<file path="src/rtl/hazard_ctrl.sv">
// hazard_ctrl: 5-stage pipeline stall/flush/bubble sequencing with load-use, branch and dmem handshake control
//   in : clk, rst, id_rs1_addr/id_rs2_addr/id_uses_rs1/id_uses_rs2 (ID sources),
//        ex_mem_read_en/ex_rd_addr/ex_branch_taken (EX), mem_mem_read_en/mem_mem_write_en (MEM), dmem_ready
//   out: dmem_req, pc_stall, pc_redirect_en, if_id_stall, if_id_flush, id_ex_stall, id_ex_flush,
//        ex_mem_stall, mem_wb_bubble, mem_fault (sticky timeout), stall_count (pc_stall cycles, wraps)
module hazard_ctrl #(
  parameter int TIMEOUT_CYCLES = 64
) (
  input  logic        clk,
  input  logic        rst,
  input  logic [4:0]  id_rs1_addr,
  input  logic [4:0]  id_rs2_addr,
  input  logic        id_uses_rs1,
  input  logic        id_uses_rs2,
  input  logic        ex_mem_read_en,
  input  logic [4:0]  ex_rd_addr,
  input  logic        ex_branch_taken,
  input  logic        mem_mem_read_en,
  input  logic        mem_mem_write_en,
  input  logic        dmem_ready,
  output logic        dmem_req,
  output logic        pc_stall,
  output logic        pc_redirect_en,
  output logic        if_id_stall,
  output logic        if_id_flush,
  output logic        id_ex_stall,
  output logic        id_ex_flush,
  output logic        ex_mem_stall,
  output logic        mem_wb_bubble,
  output logic        mem_fault,
  output logic [31:0] stall_count
);
  localparam logic [1:0] IDLE = 2'd0, WAIT = 2'd1, FAULT = 2'd2;
  logic [1:0] state;
  logic [15:0] wait_cnt;
  logic mem_acc, load_use, mem_stall, ms, br, lu;
  assign mem_acc = mem_mem_read_en | mem_mem_write_en;
  assign load_use = ex_mem_read_en & (ex_rd_addr != 5'd0) &
                    ((id_uses_rs1 & (ex_rd_addr == id_rs1_addr)) | (id_uses_rs2 & (ex_rd_addr == id_rs2_addr)));
  always_comb mem_stall = state == FAULT ? 1'b1 : state == WAIT ? ~dmem_ready : mem_acc & ~dmem_ready;
  // mem_stall outranks a taken branch so a branch frozen in EX survives the freeze
  assign ms = ~rst & mem_stall;
  assign br = ~rst & ~mem_stall & ex_branch_taken;
  assign lu = ~rst & ~mem_stall & ~ex_branch_taken & load_use;
  assign dmem_req = ~rst & (state == WAIT | (state == IDLE & mem_acc));
  assign pc_stall = ms | lu;
  assign if_id_stall = ms | lu;
  assign id_ex_stall = ms;
  assign ex_mem_stall = ms;
  assign mem_wb_bubble = ms;
  assign pc_redirect_en = br;
  assign if_id_flush = br;
  assign id_ex_flush = br | lu;
  always_ff @(posedge clk) begin
    if (rst) begin
      state <= IDLE;
      wait_cnt <= '0;
      mem_fault <= 1'b0;
      stall_count <= '0;
    end else begin
      if (pc_stall) stall_count <= stall_count + 32'd1;
      case (state)
        IDLE: if (mem_acc & ~dmem_ready) begin
          state <= WAIT;
          wait_cnt <= 16'd1;
        end
        WAIT: if (dmem_ready) begin
          state <= IDLE;
          wait_cnt <= '0;
        end else if (wait_cnt == 16'(TIMEOUT_CYCLES - 1)) begin
          state <= FAULT;
          mem_fault <= 1'b1;
        end else wait_cnt <= wait_cnt + 16'd1;
        FAULT: state <= FAULT;
        default: state <= IDLE;
      endcase
    end
  end
endmodule

</file>
<file path="config.mk">
export PLATFORM = sky130hd
export DESIGN_NAME = hazard_ctrl
export DESIGN_NICKNAME = d
export VERILOG_FILES = /design/src/rtl/hazard_ctrl.sv
export SDC_FILE = /design/constraint.sdc
export NUM_CORES = 1
export LEC_CHECK = 0
export CAP_MARGIN = 20
export CORE_ASPECT_RATIO = 0.75
export CORE_MARGIN = 1
export CORE_UTILIZATION = 55
export CTS_CLUSTER_SIZE = 28
export DETAILED_ROUTE_END_ITERATION = 16
export DONT_BUFFER_PORTS = 1
export GPL_ROUTABILITY_DRIVEN = 0
export PLACE_DENSITY = 0.69
export REMOVE_ABC_BUFFERS = 1
export SLEW_MARGIN = 20
export SYNTH_ARGS = -nofsm -noshare
export SYNTH_HDL_FRONTEND = slang
export SYNTH_SLANG_ARGS = --single-unit
</file>
<file path="constraint.sdc">
create_clock -name clk -period 4.5 [get_ports clk]
set_input_delay 0.45 -clock clk [delete_from_list [all_inputs] [get_ports clk]]
set_output_delay 0.45 -clock clk [all_outputs]
set_load 0.1 [all_outputs]
</file>
==> run_results.csv <==
group,metric,value,unit
setup_path,crit_fanout,4,
run_status,outcome,"finished clean",
detailed_routing,drc,0,
detailed_routing,vias,2487,
global_route,grt_max_degree,62,
yosys,synth_compound_area_share,18.10,%
final_layout,seqCellArea,1021,um2
global_route,grt_pass1_wl,10160,um
clock_network,numCtsBuffers,5,
sta,period_share,66.06,%
floorplan,dieArea,5241,um2
yosys,synthesis.area,2724,um2
yosys,yosysTopAreaCellShare,37.48,%
yosys,syn_inst,335,
yosys,synth_warnings,0,
floorplan,core_area,4598,um2
clock_network,ctsResizeCount,0,
yosys,avgSynthCellArea,8.131,um2
yosys,synth_ff_type,"dfxtp_1",
yosys,synth_xor_area_share,5.788,%
final_layout,final_cells,403,
yosys,ys_async_sr_fraction,0,%
sta,finalHoldViolCount,0,
global_route,grt_overflow,0,
final_layout,nets,371,
final_layout,multi_input_area,1605,um2
clock_network,cts_tree,"done",
clock_network,clkLatencyLatePin,300,ps
sta,finalMaxSlewViolations,0,
floorplan,num_rows,21,
sta,slew_headroom,23.19,%
placement,dp.cells,395,
clock_network,cts_setup_buffers,0,
floorplan,start_util,59.24,%
global_route,grtUsageTotal,23.53,%
yosys,synth_mux_area_share,0.7809,%
setup_path,required,4050,ps
clock_network,cts_sinks,51,
power_and_ir_drop,peakVddDrop,210.4,uV
sta,worstMarginPinSlew,1148,ps
placement,hpwlAfterDp,4228,um
yosys,ys_types,47,
sta,finClkSkew,7.359,ps
yosys,ys_seq_area_share,37.48,%
final_layout,fin_util,65.03,%
power_and_ir_drop,leakage,0.9521,nW
yosys,synth_top_cell_by_area,"dfxtp_1",
sta,setup_viol,0,
sta,fmax,0.3364,GHz
detailed_routing,routed_wirelength,5992,um
worst_hold_path,hold_class,"in2reg",
placement,pre_cts_slack,1606,ps
global_route,grt_pass1_vias,2293,
yosys,synth-adder-area-share,0.9187,%
floorplan,num_io_pins,66,
floorplan,die_width,83.26,um
sta,fin_crit,2973,ps
sta,setup_tns,0,ps
clock_network,cts-root-buf,"clkbuf_8",
clock_network,hold_buffers,0,
clock_network,ctsLongestPathBuffers,2,
floorplan,die_y,62.95,um
detailed_routing,wl_per_cell,14.87,um
yosys,synth_edf_count,0,
final_layout,drive_gt1_share,14.16,%
setup_path,arrival,2520,ps
final_layout,syn_to_final_growth,9.784,%
final_layout,fillers,394,
detailed_routing,drt_iter0_drc,143,
placement,port_buffers,0,
yosys,synth-seq-cells,51,
detailed_routing,ant_nets,0,
setup_path,cp-start-kind,"flop",
run,max_cap_violations,0,
yosys,synth_simple_gate_area_share,32.15,%
yosys,synth_top_family_by_area,"simple AND/OR/NAND/NOR gates",
sta,layout_setup_ws,1527,ps
global_route,antenna_found_initial,0,
sta,rsz0062_at_grt,"no",
detailed_routing,viasPerCell,6.171,
power_and_ir_drop,power.density,267.7,nW/um2
detailed_routing,first_pass_iters,4,
clock_network,clk_pin_slew,90,ps
clock_network,htreeDepth,2,
setup_path,cp-end-kind,"output pin",
yosys,yosys-top-cells-area,"dfxtp_1 (37%), a21oi_1 (7.5%), or3_1 (5.5%)",
final_layout,antenna_cells,0,
setup_path,path_class,"reg2out",
==> final cells by class <==
type	instances	area share, %
clock buffers	7	2.552
clock inverters	1	0.1674
inverters	7	0.8787
multi-input cells	257	53.68
flip-flops and latches	51	34.14
well taps	57	2.385
repair buffers	23	6.192
==> final timing paths <==
kind                                                  start                      endpoint  slack (ps)  cells past startpoint
worst max-delay path                  state[1]$_SDFFE_PP0P_                   id_ex_flush        1530                      5
worst min-delay path                                    rst  stall_count[28]$_SDFFE_PP0P_         210                      1
worst min register to register     wait_cnt[1]$_SDFFE_PP0P_      wait_cnt[1]$_SDFFE_PP0P_         500                      2
worst max register to register  stall_count[5]$_SDFFE_PP0P_  stall_count[23]$_SDFFE_PP0P_        1560                      6
==> sequential cells by signal, indices dropped and copies added (netlist names) <==
register,flops
stall_count,32
wait_cnt,16
mem_fault,1
state,2
==> cell usage in the layout (no fill, tap or decap), drive strengths merged, types with 12 or more instances in the layout <==
cell type	n
a21oi	45
buf	23
dfxtp	51
nand2	19
nand3	22
nand4	19
nor2	18
o21ai	26
or3	25
or4	12
==> worst max-delay path: stages, from the launching register on <==
cell      delay (ps)
dfxtp_1          430
nand2b_4         190
a21o_1           180
and4b_2          240
buf_4            470
a21o_1           710
==> cells by family after synthesis <==
group	count (synthesis)
and+or+nand+nor	148
AOI/OAI and AO/OA	87
DFF	51
buffers and inverters	27
xor gates and xnor gates	18
muxes	2
adders and majority gates	2
==> Yosys cell counts, types with 2 or more instances <==
master    number
inv_1          7
o31ai_1       11
nor3_1         6
o21ai_1        3
nor2_1        18
xor2_1         7
a21oi_2        4
and2_1         2
ha_1           2
clkbuf_1       9
a21o_1         2
and4b_1        2
nand4_1       19
xnor2_1       11
or3_1         24
a21oi_1       41
buf_4          4
and4_1         2
nand2b_1       3
and3_1         7
and3_2         3
or4_1         11
buf_2          5
nand2_1       18
nand3_1       21
o21ai_0       22
dfxtp_1       51
==> stage by stage <==
| stage | power (mW) | hold slack, ps | cell area, um2 |
|---|---|---|---|
| after floorplan | 0.5443 | 455.8 | 2620 |
| after global placement | 0.5612 | 479.5 | 2909 |
| after detailed placement | 0.5623 | 490.9 | 2909 |
| after CTS | 0.8116 | 199.1 | 2990 |
| after global routing | 0.8366 | 192.2 | 2990 |
| final | 0.8005 | 207.0 | 2990 |
==> report_power, final <==
part           total (mW)  internal (mW)  leakage (nW)  switching, mW
Sequential          0.456          0.454         0.411        0.00248
Combinational      0.0957         0.0220         0.499         0.0737
Clock               0.249          0.109        0.0422          0.139
==> routing by layer <==
metal	GRT usage, %	up-vias	routed length (um)
li1	-	1261	-
met1	32.62	1137	3031
met2	36.17	85	2452
met3	7.266	4	470
met4	4.741	0	38
met5	0	-	0
Power figures use the tool's default switching activity.
